===== src/rtl/hazard_ctrl_pkg.sv =====
// Shared definitions for the pipeline hazard sequencer: opcodes, FSM states, source decode.
// Replaces the legacy pipe_defs.vh header.
package hazard_ctrl_pkg;

    typedef enum logic [1:0] {
        RUN     = 2'd0,
        BR_WAIT = 2'd1
    } state_e;

    localparam logic [6:0] OPC_LOAD   = 7'b0000011;
    localparam logic [6:0] OPC_OP_IMM = 7'b0010011;
    localparam logic [6:0] OPC_AUIPC  = 7'b0010111;
    localparam logic [6:0] OPC_STORE  = 7'b0100011;
    localparam logic [6:0] OPC_OP     = 7'b0110011;
    localparam logic [6:0] OPC_LUI    = 7'b0110111;
    localparam logic [6:0] OPC_BRANCH = 7'b1100011;
    localparam logic [6:0] OPC_JALR   = 7'b1100111;
    localparam logic [6:0] OPC_JAL    = 7'b1101111;

    typedef struct packed {
        logic rs1_used;
        logic rs2_used;
    } src_use_t;

    function automatic src_use_t decode_src(logic [6:0] opc);
        src_use_t u;
        u = '0;
        case (opc)
            OPC_OP, OPC_STORE, OPC_BRANCH: begin
                u.rs1_used = 1'b1;
                u.rs2_used = 1'b1;
            end
            OPC_OP_IMM, OPC_LOAD, OPC_JALR: u.rs1_used = 1'b1;
            default: u = '0;
        endcase
        return u;
    endfunction

    function automatic logic is_cf_op(logic [6:0] opc);
        return (opc == OPC_BRANCH) || (opc == OPC_JAL) || (opc == OPC_JALR);
    endfunction

endpackage


===== src/rtl/hazard_ctrl_if.sv =====
// Pipeline-side view of the hazard sequencer: ID instruction, in-flight writers, control outputs.
interface hazard_ctrl_if;
    logic [31:0] id_idata;
    logic        id_is_nop;
    logic [4:0]  ex_rd;
    logic [4:0]  mem_rd;
    logic [4:0]  wb_rd;
    logic        ex_we;
    logic        mem_we;
    logic        wb_we;
    logic        br_resolved;
    logic        pc_we;
    logic        ifid_stall;
    logic        ifid_flush;
    logic        idex_bubble;

    modport master (
        output id_idata, id_is_nop, ex_rd, mem_rd, wb_rd, ex_we, mem_we, wb_we, br_resolved,
        input  pc_we, ifid_stall, ifid_flush, idex_bubble
    );

    modport slave (
        input  id_idata, id_is_nop, ex_rd, mem_rd, wb_rd, ex_we, mem_we, wb_we, br_resolved,
        output pc_we, ifid_stall, ifid_flush, idex_bubble
    );
endinterface


===== src/rtl/hazard_ctrl_cmp.sv =====
// Combinational RAW detector: compares up to two ID source regs against the EX/MEM/WB writers.
module hazard_cmp (
    input  logic [4:0] rs1,
    input  logic       rs1_used,
    input  logic [4:0] rs2,
    input  logic       rs2_used,
    input  logic [4:0] ex_rd,
    input  logic       ex_we,
    input  logic [4:0] mem_rd,
    input  logic       mem_we,
    input  logic [4:0] wb_rd,
    input  logic       wb_we,
    output logic       raw
);
    logic rs1_hit;
    logic rs2_hit;

    // x0 is hardwired zero, so a match on it is never a real dependency.
    function automatic logic src_hit(logic [4:0] rs, logic [4:0] ex_r, logic ex_w,
                                     logic [4:0] mem_r, logic mem_w,
                                     logic [4:0] wb_r, logic wb_w);
        return (rs != 5'd0) &&
               ((ex_w && (ex_r == rs)) || (mem_w && (mem_r == rs)) || (wb_w && (wb_r == rs)));
    endfunction

    assign rs1_hit = rs1_used && src_hit(rs1, ex_rd, ex_we, mem_rd, mem_we, wb_rd, wb_we);
    assign rs2_hit = rs2_used && src_hit(rs2, ex_rd, ex_we, mem_rd, mem_we, wb_rd, wb_we);
    assign raw     = rs1_hit || rs2_hit;
endmodule


===== src/rtl/hazard_ctrl.sv =====
// Stall/flush sequencer for the 5-stage pipeline: RAW stalls, control-flow fetch freeze,
// saturating stall/flush counters and a sticky protocol-error flag.
module hazard_ctrl
    import hazard_ctrl_pkg::*;
#(
    parameter int unsigned CNT_W      = 16,
    parameter int unsigned BR_TIMEOUT = 8
) (
    input  logic             clk,
    input  logic             reset,
    hazard_ctrl_if.slave     pipe,
    output logic [1:0]       state,
    output logic [CNT_W-1:0] stall_cnt,
    output logic [CNT_W-1:0] flush_cnt,
    output logic             err
);
    localparam int unsigned TMR_W = $clog2(BR_TIMEOUT + 1);
    localparam logic [TMR_W-1:0] TMR_LIMIT = TMR_W'(BR_TIMEOUT);

    state_e           state_q, state_d;
    logic [TMR_W-1:0] timer_q, timer_d;
    logic             err_set;
    logic             pc_we_c, ifid_stall_c, ifid_flush_c, idex_bubble_c;
    logic             raw;
    logic             is_cf;
    src_use_t         src_use;
    logic [6:0]       opcode;
    logic             unused_idata_bits;

    assign opcode  = pipe.id_idata[6:0];
    assign src_use = pipe.id_is_nop ? '0 : decode_src(opcode);
    assign is_cf   = !pipe.id_is_nop && is_cf_op(opcode);
    assign unused_idata_bits = ^{pipe.id_idata[31:25], pipe.id_idata[14:7]};

    hazard_cmp u_cmp (
        .rs1      (pipe.id_idata[19:15]),
        .rs1_used (src_use.rs1_used),
        .rs2      (pipe.id_idata[24:20]),
        .rs2_used (src_use.rs2_used),
        .ex_rd    (pipe.ex_rd),
        .ex_we    (pipe.ex_we),
        .mem_rd   (pipe.mem_rd),
        .mem_we   (pipe.mem_we),
        .wb_rd    (pipe.wb_rd),
        .wb_we    (pipe.wb_we),
        .raw      (raw)
    );

    always_comb begin
        state_d       = state_q;
        timer_d       = timer_q;
        err_set       = 1'b0;
        pc_we_c       = 1'b0;
        ifid_stall_c  = 1'b0;
        ifid_flush_c  = 1'b0;
        idex_bubble_c = 1'b0;
        case (state_q)
            RUN: begin
                if (pipe.br_resolved) err_set = 1'b1;
                if (raw) begin
                    ifid_stall_c  = 1'b1;
                    idex_bubble_c = 1'b1;
                end else if (is_cf) begin
                    ifid_flush_c = 1'b1;
                    state_d      = BR_WAIT;
                    timer_d      = '0;
                end else begin
                    pc_we_c = 1'b1;
                end
            end
            BR_WAIT: begin
                ifid_flush_c = 1'b1;
                if (pipe.br_resolved) begin
                    pc_we_c = 1'b1;
                    state_d = RUN;
                    timer_d = '0;
                end else begin
                    timer_d = timer_q + 1'b1;
                    if (timer_d == TMR_LIMIT) begin
                        err_set = 1'b1;
                        state_d = RUN;
                        timer_d = '0;
                    end
                end
            end
            default: begin
                err_set = 1'b1;
                state_d = RUN;
                timer_d = '0;
            end
        endcase
    end

    // Outputs are forced low while reset is held, independent of the state register.
    assign pipe.pc_we       = reset && pc_we_c;
    assign pipe.ifid_stall  = reset && ifid_stall_c;
    assign pipe.ifid_flush  = reset && ifid_flush_c;
    assign pipe.idex_bubble = reset && idex_bubble_c;
    assign state            = state_q;

    always_ff @(posedge clk or negedge reset) begin
        if (!reset) begin
            state_q   <= RUN;
            timer_q   <= '0;
            err       <= 1'b0;
            stall_cnt <= '0;
            flush_cnt <= '0;
        end else begin
            state_q <= state_d;
            timer_q <= timer_d;
            if (err_set) err <= 1'b1;
            if (idex_bubble_c && (stall_cnt != '1)) stall_cnt <= stall_cnt + 1'b1;
            if (ifid_flush_c && (flush_cnt != '1)) flush_cnt <= flush_cnt + 1'b1;
        end
    end
endmodule

===== src/flat_wrapper.sv =====
// flat-port wrapper written by rule: the top's interface ports become plain ports
module hazard_ctrl_flat import hazard_ctrl_pkg::*;
#(
    parameter int unsigned CNT_W      = 16,
    parameter int unsigned BR_TIMEOUT = 8
)
  (clk, reset, state, stall_cnt, flush_cnt, err, pipe_id_idata, pipe_id_is_nop, pipe_ex_rd, pipe_mem_rd, pipe_wb_rd, pipe_ex_we, pipe_mem_we, pipe_wb_we, pipe_br_resolved, pipe_pc_we, pipe_ifid_stall, pipe_ifid_flush, pipe_idex_bubble);
  hazard_ctrl_if pipe_i ();
  input  logic clk;
  input  logic reset;
  output logic [1:0] state;
  output logic [CNT_W-1:0] stall_cnt;
  output logic [CNT_W-1:0] flush_cnt;
  output logic err;
  input wire logic [$bits(pipe_i.id_idata)-1:0] pipe_id_idata;
  input wire logic [$bits(pipe_i.id_is_nop)-1:0] pipe_id_is_nop;
  input wire logic [$bits(pipe_i.ex_rd)-1:0] pipe_ex_rd;
  input wire logic [$bits(pipe_i.mem_rd)-1:0] pipe_mem_rd;
  input wire logic [$bits(pipe_i.wb_rd)-1:0] pipe_wb_rd;
  input wire logic [$bits(pipe_i.ex_we)-1:0] pipe_ex_we;
  input wire logic [$bits(pipe_i.mem_we)-1:0] pipe_mem_we;
  input wire logic [$bits(pipe_i.wb_we)-1:0] pipe_wb_we;
  input wire logic [$bits(pipe_i.br_resolved)-1:0] pipe_br_resolved;
  output wire logic [$bits(pipe_i.pc_we)-1:0] pipe_pc_we;
  output wire logic [$bits(pipe_i.ifid_stall)-1:0] pipe_ifid_stall;
  output wire logic [$bits(pipe_i.ifid_flush)-1:0] pipe_ifid_flush;
  output wire logic [$bits(pipe_i.idex_bubble)-1:0] pipe_idex_bubble;
  assign pipe_i.id_idata = pipe_id_idata;
  assign pipe_i.id_is_nop = pipe_id_is_nop;
  assign pipe_i.ex_rd = pipe_ex_rd;
  assign pipe_i.mem_rd = pipe_mem_rd;
  assign pipe_i.wb_rd = pipe_wb_rd;
  assign pipe_i.ex_we = pipe_ex_we;
  assign pipe_i.mem_we = pipe_mem_we;
  assign pipe_i.wb_we = pipe_wb_we;
  assign pipe_i.br_resolved = pipe_br_resolved;
  assign pipe_pc_we = pipe_i.pc_we;
  assign pipe_ifid_stall = pipe_i.ifid_stall;
  assign pipe_ifid_flush = pipe_i.ifid_flush;
  assign pipe_idex_bubble = pipe_i.idex_bubble;
  hazard_ctrl #(.CNT_W(CNT_W), .BR_TIMEOUT(BR_TIMEOUT)) u_core (.clk(clk), .reset(reset), .pipe(pipe_i), .state(state), .stall_cnt(stall_cnt), .flush_cnt(flush_cnt), .err(err));
endmodule

===== config.mk =====
export PLATFORM = sky130hd
export DESIGN_NAME = hazard_ctrl_flat
export DESIGN_NICKNAME = d
export VERILOG_FILES = /design/src/rtl/hazard_ctrl_pkg.sv /design/src/rtl/hazard_ctrl_if.sv /design/src/rtl/hazard_ctrl_cmp.sv /design/src/rtl/hazard_ctrl.sv /design/src/flat_wrapper.sv
export SDC_FILE = /design/constraint.sdc
export NUM_CORES = 1
export LEC_CHECK = 0
export ABC_AREA = 1
export CORE_MARGIN = 10
export CORE_UTILIZATION = 44
export CTS_BUF_LIST = sky130_fd_sc_hd__clkbuf_4 sky130_fd_sc_hd__clkbuf_8
export CTS_CLUSTER_DIAMETER = 60
export DETAILED_ROUTE_END_ITERATION = 8
export PLACE_DENSITY_LB_ADDON = 0.25
export SYNTH_ARGS = -nofsm -noshare
export SYNTH_HDL_FRONTEND = slang
export SYNTH_SLANG_ARGS = --single-unit

===== constraint.sdc =====
create_clock -name clk -period 1.6 [get_ports clk]
set_clock_uncertainty 0.05 [all_clocks]
set_input_delay 0.32 -clock clk [delete_from_list [all_inputs] [get_ports clk]]
set_output_delay 0.32 -clock clk [all_outputs]
set_load 0.01 [all_outputs]

==> impl_summary.md, run 1 <==
Global route
The number of antenna violations at the first check in global routing is 0. For this run, global-route usage on met2 was measured as between 30% and 40%. The first global-routing pass estimated 16000 um of wire. The global routing met1 resource utilization is about a fifth.

The met3 demand-to-capacity share in global routing is between 4 and 5%. Global routing used between 10% and 20% of the available tracks across all layers. After global routing, the most crowded layer is met2.

Entering global routing, the biggest net connects 30 pins. The number of global-route vias before repair is 3457. The total overflow left after global routing is 0.

CTS
The H-tree generated during clock tree synthesis spans 2 levels. Clock-pin slew was measured on the worst setup and hold paths at approximately 0.080 ns. TritonCTS created 5 clock buffers.

The clock sink count is 38. The maximum clock insertion buffer count is 2. TritonCTS built the clock tree. The root buffer cell chosen for the clock tree is clkbuf_8. Clock latency on the worst-skew pair, taken at its later pin, is approximately 0.30 ns.

Hold path
The worst hold-check path type is in -> async.

Setup path
The kind of capture point of the worst setup path is an output port. The worst-path maximum fanout is 3. STA puts the critical path data required time at 1.23 ns. The buffering stage count on the worst path with inverters included is 2. The critical path goes through clkdlybuf4s15_2, nand3_2, o21ai_2, nand2_2, a21oi_2, nand2_4, nand2_4, nand2_4, nor2_4, buf_6. STA puts the critical path data arrival time at 1.45 ns. The largest stage delay on the critical path is approximately 0.20 ns.

The family with the most delay on the worst path is simple AND/OR/NAND/NOR gates. The critical-path cell with the highest stage delay is clkdlybuf4s15_2. STA classifies the critical path startpoint as an input port.

The critical path is of the in -> out type. By instance count, the cell type seen most on the critical path is nand2_4.

Pwr
Cell internal power was estimated by the tool at about 2.1 mW. In this run the static leakage power is about 2.7 nW. Registers are responsible for 34.1% of the overall power. The fraction of power consumed by combinational cells is 38.8%. Net switching is a little over a third of the power. Power spread over the standard cell area amounts to 677 nW/um^2. For this design the total switching power over the nets is between 1 and 1.5 mW.

The share of power burned in the clock network is a little over a quarter. IR analysis of the VDD net gives a maximum drop of around 600 uV. The total power is 3.29 mW.

Finish
The filler-free cell count of the finished design is roughly 700. Relative to the synthesized area, the layout overhead comes to 59.9%. The count of fill cells added during filler insertion is about 560. Of the cells placed in the final design, the portion with a size suffix greater than 1 is between 30% and 40%. The net count of the finished layout is between 600 and 700. 0 antenna diodes ended up in the layout.

Outcome
The final reports fail on setup timing. The run finished, with violations left.

Placed design
The estimated wirelength of the detail-placed design is ~7300 um. The number of port buffers is between 70 and 80. Routability-driven placement finished with a final weighted congestion of roughly 0.96. Counting tap cells, the placed design contains a total of about 670 instances.

Synthesis
In the synthesized netlist, the number of instances is between 400 and 500. The synthesized design contains 38 register bits. The synthesized area per cell is between 6 and 7 sq um. The net count after synthesis is approximately 530.

The most used flip-flop cell after synthesis is dfrtp_1. For this run, the number of Yosys warnings is 0. The number of distinct standard cells referenced by the synthesized netlist is 30.

The async set-reset flop share out of synthesis is between 90% and 100%. The cell area that synthesis handed to floorplanning was between 3000 and 4000 sq um. Summing the sequential cell areas from Yosys gives 31.3% of the chip area. The count of flip-flops with a built-in enable after synthesis is 0.

Floorplanning
The floorplan step set the die height to roughly 100 um. During I/O placement, the number of pins put on the boundary was 93. The starting density of the core is 45.0%.

In this run the horizontal extent of the chip is 103 um. The floorplan step defined a die boundary enclosing around 11000 sq um. The total number of placement rows is 30.

The standard cell core area is 6760 sq um.

STA
Setup violations remaining at the end of the flow were counted as 9. The worst setup margin is -0.224 ns. Setup repair after global routing could not meet its margin everywhere. The clock period minus worst slack is 1.82 ns. The count of final max-slew check failures is 0. The total count of hold-check failures in the final report is 0. For this run, the top clock speed supported by timing is roughly 0.55 GHz. The fraction of the cycle the final worst path needs is 114%.

Drt
In this run the remaining antenna-violating nets after routing total 0. For this block, the via count after detailed routing is approximately 3700. The sum of routed wire length over all layers is about 10000 um. The detailed router finished its first iteration with approximately 130 violations. The post-detailed-route DRC marker count is 0. The number of iterations in the first detailed-routing pass is 5. After detailed routing, the average wire length per cell comes to between 10 and 15 um. The average vias per placed instance is between 5 and 6.

Flow run
The tool flagged a number of max-cap violations equal to 0.
## synthesized netlist by cell type, types with 4 or more instances
cell type	instances	area, sq um
ha_1	4	50.1
nor3_1	10	50.1
nand4_1	40	250
nor2_1	50	188
o21ai_0	6	30.0
xnor2_1	15	131
a21oi_1	4	20.0
buf_4	4	30.0
dfrtp_1	38	951
nand2_1	185	694
inv_1	47	176
clkbuf_1	5	18.8
nand3_1	30	150
inv_2	6	22.5
xor2_1	10	87.6
## routing by layer
| layer | wire, um | up-vias |
|---|---|---|
| met1 | 4030 | 1690 |
| li1 | - | 1840 |
| met5 | 0 | - |
| met4 | 206 | 0 |
| met2 | 5410 | 129 |
| met3 | 721 | 23 |
## final timing paths
kind                                         to                 from  depth (start not counted)  slack (ns)
setup reg to reg            u_core.flush_cnt[9]  u_core.flush_cnt[0]                         10       -0.09
setup / recovery                pipe_ifid_stall     pipe_id_idata[5]                         10       -0.22
hold / removal              u_core.flush_cnt[4]                reset                          2        0.06
min in group clk                     u_core.err           u_core.err                          2        0.44
hold reg to reg                      u_core.err           u_core.err                          2        0.44
max in group asynchronous  u_core.flush_cnt[12]                reset                          3        0.80
## timing repair
item                                   in CTS  in global routing
hold buffers                                1                  0
gates resized for setup                   233                 98
pin swaps                                  43                 53
cloned                                      0                  2
buffers inserted                           23                  7
setup endpoints to repair                  74                 41
endpoints found under the hold margin       9                  0
## per-stage QoR
step / util, % / TNS, ns / cell area, sq um / hold WS [ns] / setup slack, ns
2_1_floorplan: - / -0.0212 / 3090 / -0.0256 / -0.00741
3_3_place_gp: 62.4 / -28.53 / 4220 / 0.273 / -1.15
3_5_place_dp: 62.4 / -29.75 / 4220 / 0.272 / -1.16
4_1_cts: 66.3 / -0.752 / 4480 / 0.0576 / -0.203
5_1_grt: 71.9 / -2.53 / 4860 / 0.0926 / -0.294
6_report: 71.9 / -1.07 / 4860 / 0.0644 / -0.224
## power groups by stage
stage	clock, mW	combinational [mW]	sequential, mW
after floorplan	0	0.516	1.19
after global placement	0	1.12	1.14
after detailed placement	0	1.15	1.15
after CTS	0.907	1.18	1.12
after global routing	0.956	1.41	1.14
final	0.890	1.28	1.12
## layout by cell type, fill, tap and decap left out, types with 4 or more instances in the layout
| cell | Yosys | layout |
|---|---|---|
| nor2_1 | 50 | 33 |
| xnor2_1 | 15 | 15 |
| dfrtp_2 | 0 | 4 |
| dlymetal6s2s_1 | 0 | 5 |
| clkdlybuf4s50_1 | 0 | 6 |
| nor3_2 | 1 | 4 |
| buf_2 | 1 | 12 |
| dlygate4sd2_1 | 0 | 24 |
| buf_8 | 0 | 4 |
| nand4_1 | 40 | 40 |
| nand3_4 | 1 | 4 |
| xor2_1 | 10 | 10 |
| nand3_2 | 2 | 7 |
| dfrtp_1 | 38 | 34 |
| nor3_1 | 10 | 4 |
| inv_2 | 6 | 14 |
| inv_1 | 47 | 31 |
| nand2_2 | 1 | 17 |
| nand3_1 | 30 | 23 |
| clkbuf_8 | 0 | 6 |
| nor2_2 | 1 | 15 |
| nand2_1 | 185 | 162 |
| buf_4 | 4 | 74 |
| nand2_4 | 2 | 8 |
| buf_6 | 3 | 26 |
| inv_4 | 0 | 8 |
## logic make-up (layout without fill, tap and decap cells)
logic type / count (synthesis) / in the layout / synth area share, %
compound gates: 15 / 15 / 2.72
simple gates: 327 / 328 / 47.6
xor+xnor: 25 / 25 / 7.20
fa+ha+maj: 4 / 4 / 1.65
other cells: 1 / 1 / 0.123
buf+inv: 66 / 218 / 9.43
flops: 38 / 38 / 31.3
## worst register-to-register path: cells and delay by family, from the launching register on
family | cells | cell delay (ns)
AND/OR/NAND/NOR | 7 | 0.67
buffers and inverters | 2 | 0.30
flip-flops | 1 | 0.39
adder cells (fa/ha/maj) | 1 | 0.19
## flip-flops by register name (all words and copies together), names as in the netlist
register	cells
u_core.state	1
u_core.timer_q	4
u_core.flush_cnt	16
u_core.stall_cnt	16
u_core.err	1
## layout make-up
class | count | area [sq um] | share of cell area, %
Tap cell | 80 | 100 | 2.06
Clock inverter | 1 | 30.0 | 0.618
Clock buffer | 7 | 90.1 | 1.85
Multi-Input combinational cell | 373 | 2110 | 43.5
Inverter | 53 | 219 | 4.51
Timing Repair Buffer | 157 | 1350 | 27.8
Sequential cell | 38 | 956 | 19.7
No activity file was read; power rests on OpenSTA's default activity.
==> run 2: changes to the inputs <==
--- a/config.mk
+++ b/config.mk
@@ -11,6 +11,7 @@
 export CTS_BUF_LIST = sky130_fd_sc_hd__clkbuf_4 sky130_fd_sc_hd__clkbuf_8
 export CTS_CLUSTER_DIAMETER = 60
 export DETAILED_ROUTE_END_ITERATION = 8
+export GPL_ROUTABILITY_DRIVEN = 0
 export PLACE_DENSITY_LB_ADDON = 0.25
 export SYNTH_ARGS = -nofsm -noshare
 export SYNTH_HDL_FRONTEND = slang
==> run 2 against run 1 <==
The flow still finishes with violations (setup timing). Design area decreased by 1.0%. Fmax increased by 0.83%. Cell count decreased by 0.14%. Register-to-register slack improved by 0.03 ns. Sequential share of layout area increased by 0.20 points. Sequential cell count unchanged. Worst hold slack got worse by 0.014 ns. Utilization decreased by 0.72 points. Global-route usage increased by 0.60 points. Combinational power about the same. Power decreased by 4.9%. Sequential power about the same. Critical path type unchanged. Critical endpoint unchanged.
==> impl_summary.md, run 2 (synthesized netlist as in run 1, its figures left out) <==
Drt
Wires add up to 10300 um. Dividing the detail-routed via count by the number of cells gives between 5 and 6. Once detail routing completed, the nets flagged for antenna violations numbered 0. Dividing the detail-routed wire length by the instance count gives approximately 15 um.

For this run, the detailed router's first-pass iteration total came to 4. For this run, design rule violations remaining after detail routing come to 0. The total via count after detailed routing is ~3800. The initial detailed-routing violation count is roughly 150.

Finish
The most common cell after layout, fill and taps aside is nand2_1. The share of post-route cells with drive strength above 1 is 34.9%. In the final design database the tool counted roughly 690 nets. The total inserted antenna cells is 0.

The largest registers in the layout are u_core.flush_cnt x16, u_core.stall_cnt x16, u_core.timer_q x4. The multi-input combinational cells in the finished layout cover a total of 2080 sq um. Cells fill between 70% and 80% of the core in the end.

The count of fill cells added during filler insertion is roughly 570. Once layout is complete, the cells apart from fillers number slightly above 700. The library cells used most frequently in the layout, excluding fill and tap cells, are 162 x nand2_1, 77 x buf_4, 40 x nor2_1, 40 x nand4_1, 34 x dfrtp_1. The synthesis-to-layout area growth is 58.3%. The sequential cell area in the final layout is about 960 sq um.

CTS
The deepest level of the CTS H-tree is 2. The clock sink count is 38. The tree is rooted in a clkbuf_8. After clock tree synthesis, the clock-pin slew on the worst setup and hold paths is ~0.09 ns. TritonCTS created 5 clock buffers. The maximum clock insertion buffer count is 2.

The latest clock arrival within the worst-skew pair is around 0.29 ns. TritonCTS built the clock tree.

Setup path
The type of origin of the critical path is an input port. The worst setup path is captured at an output port. The critical path class is in -> out. Along the worst path, the maximum fanout reaches 3. The required time at the endpoint of the critical path is roughly 1.2 ns. The data arrival time at the worst-slack endpoint is 1.44 ns.

Floorplanning
The die outline width is between 100 and 150 um. The initialized floorplan defines 30 standard-cell rows. For this configuration, the core starts out at a cell density of 45.0%. The standard cell core area is 6760 sq um. The die is between 100 and 150 um tall. 93 I/O pins were placed. The floorplan step defined a die boundary enclosing 10600 sq um.

Pwr
Across the VDD grid, the largest voltage drop is about 540 uV. The leakage power is between 2 and 3 nW. The total power divided by cell area is about 650 nW/um^2.

STA
Setup violations remaining at the end of the flow were counted as 7. Across all hold checks on the routed design, the worst slack comes to between 0.05 and 0.06 ns. Across all setup checks in the final design, the least slack found is -0.209 ns. Setup repair after global routing could not meet its margin everywhere.

The count of final max-slew check failures came to 0. For this run, the top clock speed supported by timing is 0.553 GHz. For the finished layout, the period the worst path requires is roughly 1.8 ns. The total count of hold-check failures in the final report is 0. The final critical path takes up 113% of the cycle. The final-layout setup total negative slack is -0.910 ns.

Outcome
The final reports fail on setup timing. The run finished, with violations left.

Placed design
Counting tap cells, the placed design contains a total of around 670 instances. OpenSTA, run right after detailed placement, puts the worst setup slack at -1.16 ns. Summed over all nets, the half-perimeter wirelength after detailed placement is 7260 um. The number of port buffers is 76.

Global route
The number of global-route vias before repair is 3713. The number of antenna violations at the first check in global routing is 0. The first-pass GRT wire length is between 15000 and 20000 um. For this run the aggregate overflow at the end of global routing stands at 0.

The total global-route track usage is between 10% and 20%. Entering global routing, the biggest net connects 30 pins.

Hold path
The path class of the tightest hold or removal check is in -> async.

Flow run
Max-cap violations in this run came to 0.
## run 2: metrics by stage
step	total power, mW	cell area [sq um]
6_report	3.13	4810
3_3_place_gp	2.25	4190
5_1_grt	3.32	4810
4_1_cts	3.06	4590
3_5_place_dp	2.28	4190
2_1_floorplan	1.71	3090
## run 2: final timing paths
path / slack, ns / end / startpoint / cells past startpoint
worst max-delay path: -0.21 / pipe_ifid_stall / pipe_wb_rd[3] / 11
worst min-delay path: 0.05 / u_core.stall_cnt[0] / reset / 2
worst max register to register: -0.06 / u_core.flush_cnt[15] / u_core.flush_cnt[0] / 9
worst min register to register: 0.44 / u_core.err / u_core.err / 2
max in group asynchronous: 0.85 / u_core.timer_q[3] / reset / 3
min in group clk: 0.36 / u_core.err / pipe_br_resolved / 3
## run 2: report_power, final
group          internal [mW]  switching [mW]  total, mW
clock network          0.347           0.365      0.712
registers               1.05          0.0709       1.12
logic                  0.562           0.730       1.29
total                   1.96            1.17       3.13
## run 2: timing repair
action | CTS | global route
hold buffers | 1 | 0
pin swaps | 55 | 44
setup endpoints to repair | 73 | 43
endpoints found under the hold margin | 9 | 0
cloned | 2 | 1
gates resized for setup | 276 | 62
buffers inserted | 28 | 7
## run 2: area by class of cell
type / instances / share of cell area (%)
multi-input cells: 374 / 43.3
clock buffers: 6 / 1.72
clock inverters: 2 / 0.260
repair buffers: 155 / 28.0
well taps: 80 / 2.08
inverters: 53 / 4.71
flip-flops and latches: 38 / 19.9
## run 2: per-layer routing
metal	track usage, %	share of wire (%)	up-vias	wire, um
li1	-	-	1834	-
met1	20.9	39	1777	4000
met2	35.6	52	123	5410
met3	4.29	6.9	16	707
met4	5.88	1.9	0	193
met5	0	0	-	0
## run 2: critical path, cell delays in order
cell and delay, ns:
buf_2 0.13, nand2_1 0.08, o21ai_1 0.07, nor2_1 0.12, nand3_1 0.11, nand3_2 0.13, nand2_4 0.08, nand2_4 0.09
nand2_4 0.05, nor2_4 0.13, buf_6 0.12
